[src/rtl/cpu_pkg.sv]
// rtl/cpu_pkg.sv - shared types and constants for the fetch-side PC stage
//
// Purpose : FSM state encoding, next-PC select encoding, PC step and
//           default HALT encoding shared by program_counter_unit and
//           next_pc_sel.
// Ports   : none (package)
package cpu_pkg;

  typedef enum logic [1:0] {
    ST_BOOT  = 2'd0,
    ST_RUN   = 2'd1,
    ST_HALT  = 2'd2,
    ST_FAULT = 2'd3
  } pc_state_e;

  typedef enum logic [1:0] {
    SEL_SEQ    = 2'd0,
    SEL_BRANCH = 2'd1,
    SEL_JUMP   = 2'd2,
    SEL_JREG   = 2'd3
  } next_sel_e;

  localparam logic [31:0] HALT_WORD_DEFAULT = 32'hFC00_0000;
  localparam int          PC_STEP           = 4;

  // Redirect priority: register jump beats absolute jump beats branch.
  function automatic next_sel_e pick_sel(input logic jump_reg,
                                         input logic jump,
                                         input logic branch_taken);
    if (jump_reg)          return SEL_JREG;
    else if (jump)         return SEL_JUMP;
    else if (branch_taken) return SEL_BRANCH;
    else                   return SEL_SEQ;
  endfunction

endpackage

[src/rtl/program_counter_unit_next_pc_sel.sv]
// rtl/program_counter_unit_next_pc_sel.sv - next-PC target calc, priority mux, alignment check
//
// Purpose : Purely combinational. Forms the four candidate targets from the
//           link value, picks one by priority and flags a misaligned result.
// Ports   : pc_plus4       in  current PC + 4
//           branch_taken   in  select PC-relative branch
//           branch_offset  in  sign-extended word offset
//           jump           in  select J-format absolute jump
//           jump_target    in  26-bit J-format target field
//           jump_reg       in  select register jump
//           jr_addr        in  register jump address
//           next_pc        out selected next PC
//           next_misalign  out next_pc[1:0] != 0
module next_pc_sel
  import cpu_pkg::*;
#(
  parameter int ADDR_W = 32
) (
  input  logic [ADDR_W-1:0] pc_plus4,
  input  logic              branch_taken,
  input  logic [ADDR_W-1:0] branch_offset,
  input  logic              jump,
  input  logic [25:0]       jump_target,
  input  logic              jump_reg,
  input  logic [ADDR_W-1:0] jr_addr,
  output logic [ADDR_W-1:0] next_pc,
  output logic              next_misalign
);

  next_sel_e         sel;
  logic [ADDR_W-1:0] branch_pc;
  logic [ADDR_W-1:0] jump_pc;

  // Word offset to byte offset; the add wraps modulo 2^ADDR_W.
  assign branch_pc = pc_plus4 + {branch_offset[ADDR_W-3:0], 2'b00};
  // Region bits come from the link value, not the current PC.
  assign jump_pc   = {pc_plus4[ADDR_W-1:28], jump_target, 2'b00};
  assign sel       = pick_sel(jump_reg, jump, branch_taken);

  always_comb begin
    next_pc = pc_plus4;
    unique case (sel)
      SEL_SEQ:    next_pc = pc_plus4;
      SEL_BRANCH: next_pc = branch_pc;
      SEL_JUMP:   next_pc = jump_pc;
      SEL_JREG:   next_pc = jr_addr;
      default:    next_pc = pc_plus4;
    endcase
  end

  assign next_misalign = |next_pc[1:0];

endmodule

[src/rtl/program_counter_unit.sv]
// rtl/program_counter_unit.sv - fetch-side PC stage with stall, redirect, HALT and FAULT
//
// Purpose : Holds the PC driving InstructionMemory.read_addr, advances it
//           sequentially or redirects it, stops on the HALT encoding and
//           stops on a misaligned target. Counts PC advances.
// Ports   : clock          in  rising-edge clock
//           reset          in  asynchronous active-low reset
//           stall          in  hold PC this cycle
//           branch_taken   in  PC-relative branch
//           branch_offset  in  sign-extended word offset
//           jump           in  J-format absolute jump
//           jump_target    in  J-format target field
//           jump_reg       in  register jump
//           jr_addr        in  register jump address
//           instruction    in  word fetched at read_addr
//           read_addr      out current PC
//           pc_plus4       out read_addr + 4 (link value)
//           halted         out high while in HALT
//           misaligned     out high while in FAULT
//           fetch_count    out saturating count of PC advances
module program_counter_unit
  import cpu_pkg::*;
#(
  parameter int               ADDR_W    = 32,
  parameter logic [ADDR_W-1:0] RESET_PC  = '0,
  parameter logic [31:0]      HALT_WORD = HALT_WORD_DEFAULT,
  parameter int               CNT_W     = 16
) (
  input  logic              clock,
  input  logic              reset,
  input  logic              stall,
  input  logic              branch_taken,
  input  logic [ADDR_W-1:0] branch_offset,
  input  logic              jump,
  input  logic [25:0]       jump_target,
  input  logic              jump_reg,
  input  logic [ADDR_W-1:0] jr_addr,
  input  logic [31:0]       instruction,
  output logic [ADDR_W-1:0] read_addr,
  output logic [ADDR_W-1:0] pc_plus4,
  output logic              halted,
  output logic              misaligned,
  output logic [CNT_W-1:0]  fetch_count
);

  pc_state_e         state;
  pc_state_e         state_nxt;
  logic [ADDR_W-1:0] next_pc;
  logic              next_misalign;
  logic              is_halt_word;
  logic              pc_load;

  assign pc_plus4     = read_addr + ADDR_W'(PC_STEP);
  assign is_halt_word = (instruction == HALT_WORD);

  next_pc_sel #(
    .ADDR_W(ADDR_W)
  ) u_next_pc_sel (
    .pc_plus4      (pc_plus4),
    .branch_taken  (branch_taken),
    .branch_offset (branch_offset),
    .jump          (jump),
    .jump_target   (jump_target),
    .jump_reg      (jump_reg),
    .jr_addr       (jr_addr),
    .next_pc       (next_pc),
    .next_misalign (next_misalign)
  );

  // State register
  always_ff @(posedge clock or negedge reset) begin
    if (!reset) state <= ST_BOOT;
    else        state <= state_nxt;
  end

  // Next-state logic. HALT is tested before the target, so a HALT word
  // wins over any redirect presented alongside it.
  always_comb begin
    state_nxt = state;
    unique case (state)
      ST_BOOT: state_nxt = ST_RUN;
      ST_RUN: begin
        if (!stall) begin
          if (is_halt_word)       state_nxt = ST_HALT;
          else if (next_misalign) state_nxt = ST_FAULT;
        end
      end
      ST_HALT:  state_nxt = ST_HALT;
      ST_FAULT: state_nxt = ST_FAULT;
      default:  state_nxt = ST_BOOT;
    endcase
  end

  // Outputs. The PC only moves on a RUN cycle that is neither stalled,
  // halting, nor faulting.
  always_comb begin
    pc_load    = 1'b0;
    halted     = 1'b0;
    misaligned = 1'b0;
    unique case (state)
      ST_RUN:   pc_load    = !stall && !is_halt_word && !next_misalign;
      ST_HALT:  halted     = 1'b1;
      ST_FAULT: misaligned = 1'b1;
      default:  pc_load    = 1'b0;
    endcase
  end

  always_ff @(posedge clock or negedge reset) begin
    if (!reset) begin
      read_addr   <= RESET_PC;
      fetch_count <= '0;
    end else if (pc_load) begin
      read_addr <= next_pc;
      if (fetch_count != {CNT_W{1'b1}}) fetch_count <= fetch_count + CNT_W'(1);
    end
  end

endmodule
[config.mk]
export PLATFORM = sky130hd
export DESIGN_NAME = program_counter_unit
export DESIGN_NICKNAME = d
export VERILOG_FILES = /design/src/rtl/cpu_pkg.sv /design/src/rtl/program_counter_unit_next_pc_sel.sv /design/src/rtl/program_counter_unit.sv
export SDC_FILE = /design/constraint.sdc
export NUM_CORES = 1
export LEC_CHECK = 0
export CORE_ASPECT_RATIO = 1.2
export CORE_MARGIN = 1
export CORE_UTILIZATION = 45
export CTS_BUF_LIST = sky130_fd_sc_hd__clkbuf_4 sky130_fd_sc_hd__clkbuf_8
export CTS_CLUSTER_SIZE = 12
export DETAILED_ROUTE_END_ITERATION = 16
export HOLD_SLACK_MARGIN = 0.05
export PLACE_DENSITY_LB_ADDON = 0.3
export SYNTH_ARGS = -nofsm -noshare
export SYNTH_HDL_FRONTEND = slang
export SYNTH_HIERARCHICAL = 1
export SYNTH_SLANG_ARGS = --single-unit
[constraint.sdc]
create_clock -name clock -period 4.3 [get_ports clock]
set_input_delay 0.645 -clock clock [delete_from_list [all_inputs] [get_ports clock]]
set_output_delay 0.645 -clock clock [all_outputs]
set_load 0.05 [all_outputs]
## Word level (Yosys, flattened, before mapping)

Index checks and enable logic that the tools add are counted.

| storage, ports and cells | value |
|---|---|
| bits in registers | 50 |
| logic and storage cells | 37 |
| output and inout bits | 82 |
| bits of input ports | 128 |

| operators by class | value |
|---|---|
| mux-type cells | 11 |
| equality and inequality tests | 10 |
| reduce and logical (&&, ||, !) cells | 10 |
| $add $sub $neg | 3 |

Operators by type and width:

| kind | number |
|---|---|
| $pmux W32 S4 | 1 |
| $add A32 B3 Y32 const B | 1 |
| $add A32 B32 Y32 | 1 |
| $eq A32 B32 Y1 const B | 1 |
| $add A16 B1 Y16 const B | 1 |
| $ne A16 B16 Y1 const B | 1 |
| $mux W2 | 5 |
| $eq A2 B2 Y1 const B | 4 |
| $pmux W2 S4 | 1 |
| $eq A2 B1 Y1 const B | 2 |
| $logic_not A2 Y1 | 2 |
| $mux W1 | 4 |
| $reduce_and A2 Y1 | 2 |
| $logic_not A1 Y1 | 3 |
| $ne A3 B3 Y1 const B | 1 |
| $logic_and A1 B1 Y1 | 2 |
| $ne A2 B2 Y1 const B | 1 |
| $reduce_or A2 Y1 | 1 |

## Longest topological paths before layout

| logic depth | value |
|---|---|
| word-level depth | 10 |
| gate-level depth with buffers | 18 |
| depth with buffers taken out | 17 |

## By module

The synthesis kept the hierarchy.

By module, submodules not included:

| module | area an instance (µm²) | seq. area each (µm²) | times used | cells an instance |
|---|---|---|---|---|
| program_counter_unit | 2,700.1 | 1,251.2 | 1 | 242 |
| next_pc_sel | 2,472.4 | 0.0 | 1 | 374 |

## Worst setup path after synthesis

No wires, ideal clock.

| path | value |
|---|---|
| kind | reg-to-reg |
| from | register read_addr[13] |
| to | register read_addr[31] |
| arrival | 4.692 ns |
| required time | 4.175 ns |
| period minus slack after synthesis | 4.816 ns |
| path slack | -0.516 ns |
| cell stages (with the launch flop) | 18 |
| buffers on the path | 1 |
| library setup time | 0.125 ns |
| cell sequence | dfrtp_1 and3_4 and4_4 and4_4 nand3_4 and3b_2 xor2_1 ha_1 buf_6 o21a_1 o21ai_0 nor2_1 a21oi_1 nand3_1 o211ai_1 nor4_1 or3b_1 mux2_2 |

| between the ends | value |
|---|---|
| longest elaborated chain between the ends | 3 |

RTL lines:

| element | line | source |
|---|---|---|
| start: declaration | program_counter_unit.sv:39 | `output logic [ADDR_W-1:0] read_addr,` |
| start signal: assignment | program_counter_unit.sv:113 | `read_addr <= next_pc;` |
| $add A32 B3 Y32 | program_counter_unit.sv:53 | `assign pc_plus4 = read_addr + ADDR_W'(PC_STEP);` |
| via pc_plus4[28] | program_counter_unit.sv:40 | `output logic [ADDR_W-1:0] pc_plus4,` |
| $add A32 B32 Y32 | program_counter_unit_next_pc_sel.sv:35 | `assign branch_pc = pc_plus4 + {branch_offset[ADDR_W-3:0], 2'b00};` |
| $pmux W32 S4 | program_counter_unit_next_pc_sel.sv:42 | `unique case (sel)` |
| via next_pc[31] | program_counter_unit.sv:48 | `logic [ADDR_W-1:0] next_pc;` |

The timed path passes the listed nets, and every way through them passes these cells.
A chain may end at the register's enable or synchronous reset.

## Worst setup path in the final report

| path | value |
|---|---|
| from | register read_addr[6] |
| to | register read_addr[31] |

| between the ends | value |
|---|---|
| longest elaborated chain between the ends | 3 |

RTL lines:

| element | line |
|---|---|
| $add A32 B3 Y32 (*) | program_counter_unit.sv:53 |
| $add A32 B32 Y32 | program_counter_unit_next_pc_sel.sv:35 |
| $pmux W32 S4 (*) | program_counter_unit_next_pc_sel.sv:42 |
| via next_pc[31] | program_counter_unit.sv:48 |

Mark *: on every way through the listed nets, which the timed path passes. The rest lies on a longest branch.

==> metrics <==
worst hold margin=0.275 ns; Die Footprint=roughly 12000 um^2; Worst Path Required=4.50 ns; Max clock buf depth=2; Fmax achieved=between 0.2 and 0.25 GHz; # setup viols final=0; DRC viols=0; clk_skew=0.00640 ns; Logic pwr share=a little under three quarters; Peak VDD IR=between 300 and 400 uV; Slew Viols, Final=0; routed via count=5783; CTS tree=yes; Worst setup SP type=flip-flop; Rows=42; PnR worst setup slack=approximately 0.2 ns; layout net count=around 1000; sw power=~2.0 mW; CTS Sinks=50; Die Wd=~100 um; synthesized cell area=just over 5000 um^2; Leak=between 3 and 4 nW; Switching Fraction=roughly 53%; reg2reg path depth=15; core area=~11000 um^2; run status=finished, final reports clean; final core utilization=68.6%; RSZ-0062 raised after global routing=false; Synthesis Warnings=6; DRT Pass-1 Iters=5; CP arrival=~4.3 ns; Flop pwr share=about a fifth; cell internal pwr=about 1.8 mW; r2r startpoint=read_addr[6]$_DFFE_PN0P_; Avg Vias per Cell=around 6.0; maxcap violations=0; number of synthesized register bits=50; Tcrit/Tclk final=a little over nine tenths; largest net degree at the start of global routing=between 50 and 60; ANT nets after route=0; die height=~120 um; Slew headroom=about 44%; Seq/Total Area, Yosys=between 20 and 25%; Mapped Nets=about 780; area delta synth->final=47.0%; Post-CTS Hold Fix Bufs=0; Tot Pwr=3.86 mW; # H-tree levels=2; vias in the first global route=~5800; root buf cell=clkbuf_8; placed wire-length estimate=14.3 mm; CTS clk-pin slew, worst paths=around 0.1 ns; final hold vios=0; GRT Total Usage=between 30% and 40%; Starting Density=46.6%; filler cell count=around 910; Worst Tran Pin Value=0.833 ns; CTS buffer count=5; Port Buffers=~210; first-pass GRT wire length=between 20 and 30 mm; initial antenna violation count=0; routed wire length per instance=around 19 um; Placement Setup Slack=~0.21 ns; Initial DRC Count=383; pwr/cell area=507 nW/um^2; Crit Path Category=reg2reg; Synth Instances=roughly 620; prevailing post-synth register cell=dfrtp_1; Worst-Skew Late Latency=around 0.31 ns; synthesized area per cell=8.40 um^2; GP Congestion=between 1 and 1.5; worst-path fanout max=5; Post-Route WL=roughly 18 mm; reg2reg setup slack=about 0.20 ns; layout cells sized above 1=between 10% and 20%; kind of end point of the critical path=flip-flop; RR Endpoint=read_addr[31]$_DFFE_PN0P_; post-synth cell types=74; Ports=210; Hold Path Class=in2async; diodes inserted=0; Synth async-reset ratio=100%; clock power share=9.0%; min cycle time layout=4.10 ns; grt ovf=0; Post-synth EDFFs=0
[power groups by stage]
stage	sequential [mW]	clock (mW)	combinational, mW
floorplan	1.08	0	1.53
global placement	0.737	0	2.67
detailed placement	0.743	0	2.71
CTS	0.736	0.356	2.72
global route	0.755	0.374	2.90
finish	0.739	0.349	2.77
[cell usage after synthesis (9+ instances only)]
| library cell | instances | area share [%] |
|---|---|---|
| o22ai_1 | 9 | 1.1 |
| mux2_2 | 29 | 6.3 |
| o21ai_0 | 19 | 1.8 |
| xnor2_1 | 47 | 8.0 |
| ha_1 | 31 | 7.5 |
| nand4_1 | 16 | 1.9 |
| nand2_1 | 53 | 3.8 |
| a21o_1 | 15 | 2.2 |
| xor2_1 | 17 | 2.9 |
| nand3_1 | 26 | 2.5 |
| inv_1 | 16 | 1.2 |
| nor2_1 | 59 | 4.3 |
| and3_1 | 15 | 1.8 |
| dfrtp_1 | 50 | 24 |
| nor4_1 | 9 | 1.1 |
| clkbuf_1 | 11 | 0.80 |
| a21oi_1 | 52 | 5.0 |
[how the worst max path moves through the flow]
stage / startpoint / to / slack [ns] / cells after the start
floorplan: read_addr[12]$_DFFE_PN0P_ / read_addr[31]$_DFFE_PN0P_ / -0.25 / 16
global placement: read_addr[5]$_DFFE_PN0P_ / read_addr[29]$_DFFE_PN0P_ / 0.30 / 15
detailed placement: read_addr[5]$_DFFE_PN0P_ / read_addr[31]$_DFFE_PN0P_ / 0.21 / 15
CTS: read_addr[5]$_DFFE_PN0P_ / read_addr[31]$_DFFE_PN0P_ / 0.19 / 15
global route: read_addr[6]$_DFFE_PN0P_ / read_addr[31]$_DFFE_PN0P_ / 0.004 / 15
finish: read_addr[6]$_DFFE_PN0P_ / read_addr[31]$_DFFE_PN0P_ / 0.20 / 15
[placed cells by master (no fill, tap or decap), types with 12 or more instances in the layout]
cell type and n:
a21o_1 15, a21oi_1 50, and3_1 15, buf_4 14, clkdlybuf4s50_1 205, dfrtp_1 48
ha_1 31, inv_1 16, mux2_2 29, nand2_1 53, nand3_1 26, nand4_1 16
nor2_1 59, o21ai_0 19, xnor2_1 34, xnor2_2 12, xor2_1 12
[worst max-delay path, cell delays in order (launching register included)]
cell and delay (ns):
dfrtp_1 0.44, and4_1 0.25, and2_1 0.17, and3_1 0.24
nand3_1 0.19, xnor2_4 0.19, ha_1 0.34, a21o_1 0.21
a21oi_1 0.17, o21a_2 0.24, a31oi_2 0.13, o31a_1 0.39
a32o_1 0.28, o21ai_1 0.12, or3b_1 0.35, mux2_2 0.26
[state kept, by name (all words and copies together) (netlist names)]
| register | flops |
|---|---|
| fetch_count | 16 |
| read_addr | 32 |
| state | 2 |
[kinds of logic after synthesis]
logic type      after synthesis  synth area share (%)
simple gates                227                  23.1
compound gates              166                  21.8
xor+xnor                     64                  10.8
flops                        50                  24.2
buf+inv                      46                  5.52
fa+ha+maj                    32                  7.89
mux                          31                  6.70
[through the flow]
stage / cells / TNS, ns / cell area (um^2)
3_5_place_dp: 961 / 0 / 7460
4_1_cts: 969 / 0 / 7570
3_3_place_gp: 961 / 0 / 7460
6_report: 970 / 0 / 7600
2_1_floorplan: 616 / -0.262 / 5320
5_1_grt: 970 / 0 / 7600
[final cells by class]
type	instances	area (um^2)	share of cell area, %
multi-input cells	520	3810	50.1
repair buffers	221	2170	28.5
flip-flops and latches	50	1250	16.5
well taps	154	193	2.53
clock buffers	7	83.8	1.10
inverters	17	63.8	0.839
clock inverters	1	30.0	0.395
[what timing repair did]
item                                    CTS  global route
gates resized for setup                   0             7
endpoints found under the setup margin    0             2
buffers inserted                          0             1
[layer usage]
metal	track usage, %	routed length (um)
met4	14.2	690
met3	5.75	1430
met1	35.2	6850
met5	0	0
met2	54.4	9140
Note: power is estimated with default switching activity, not from simulation.
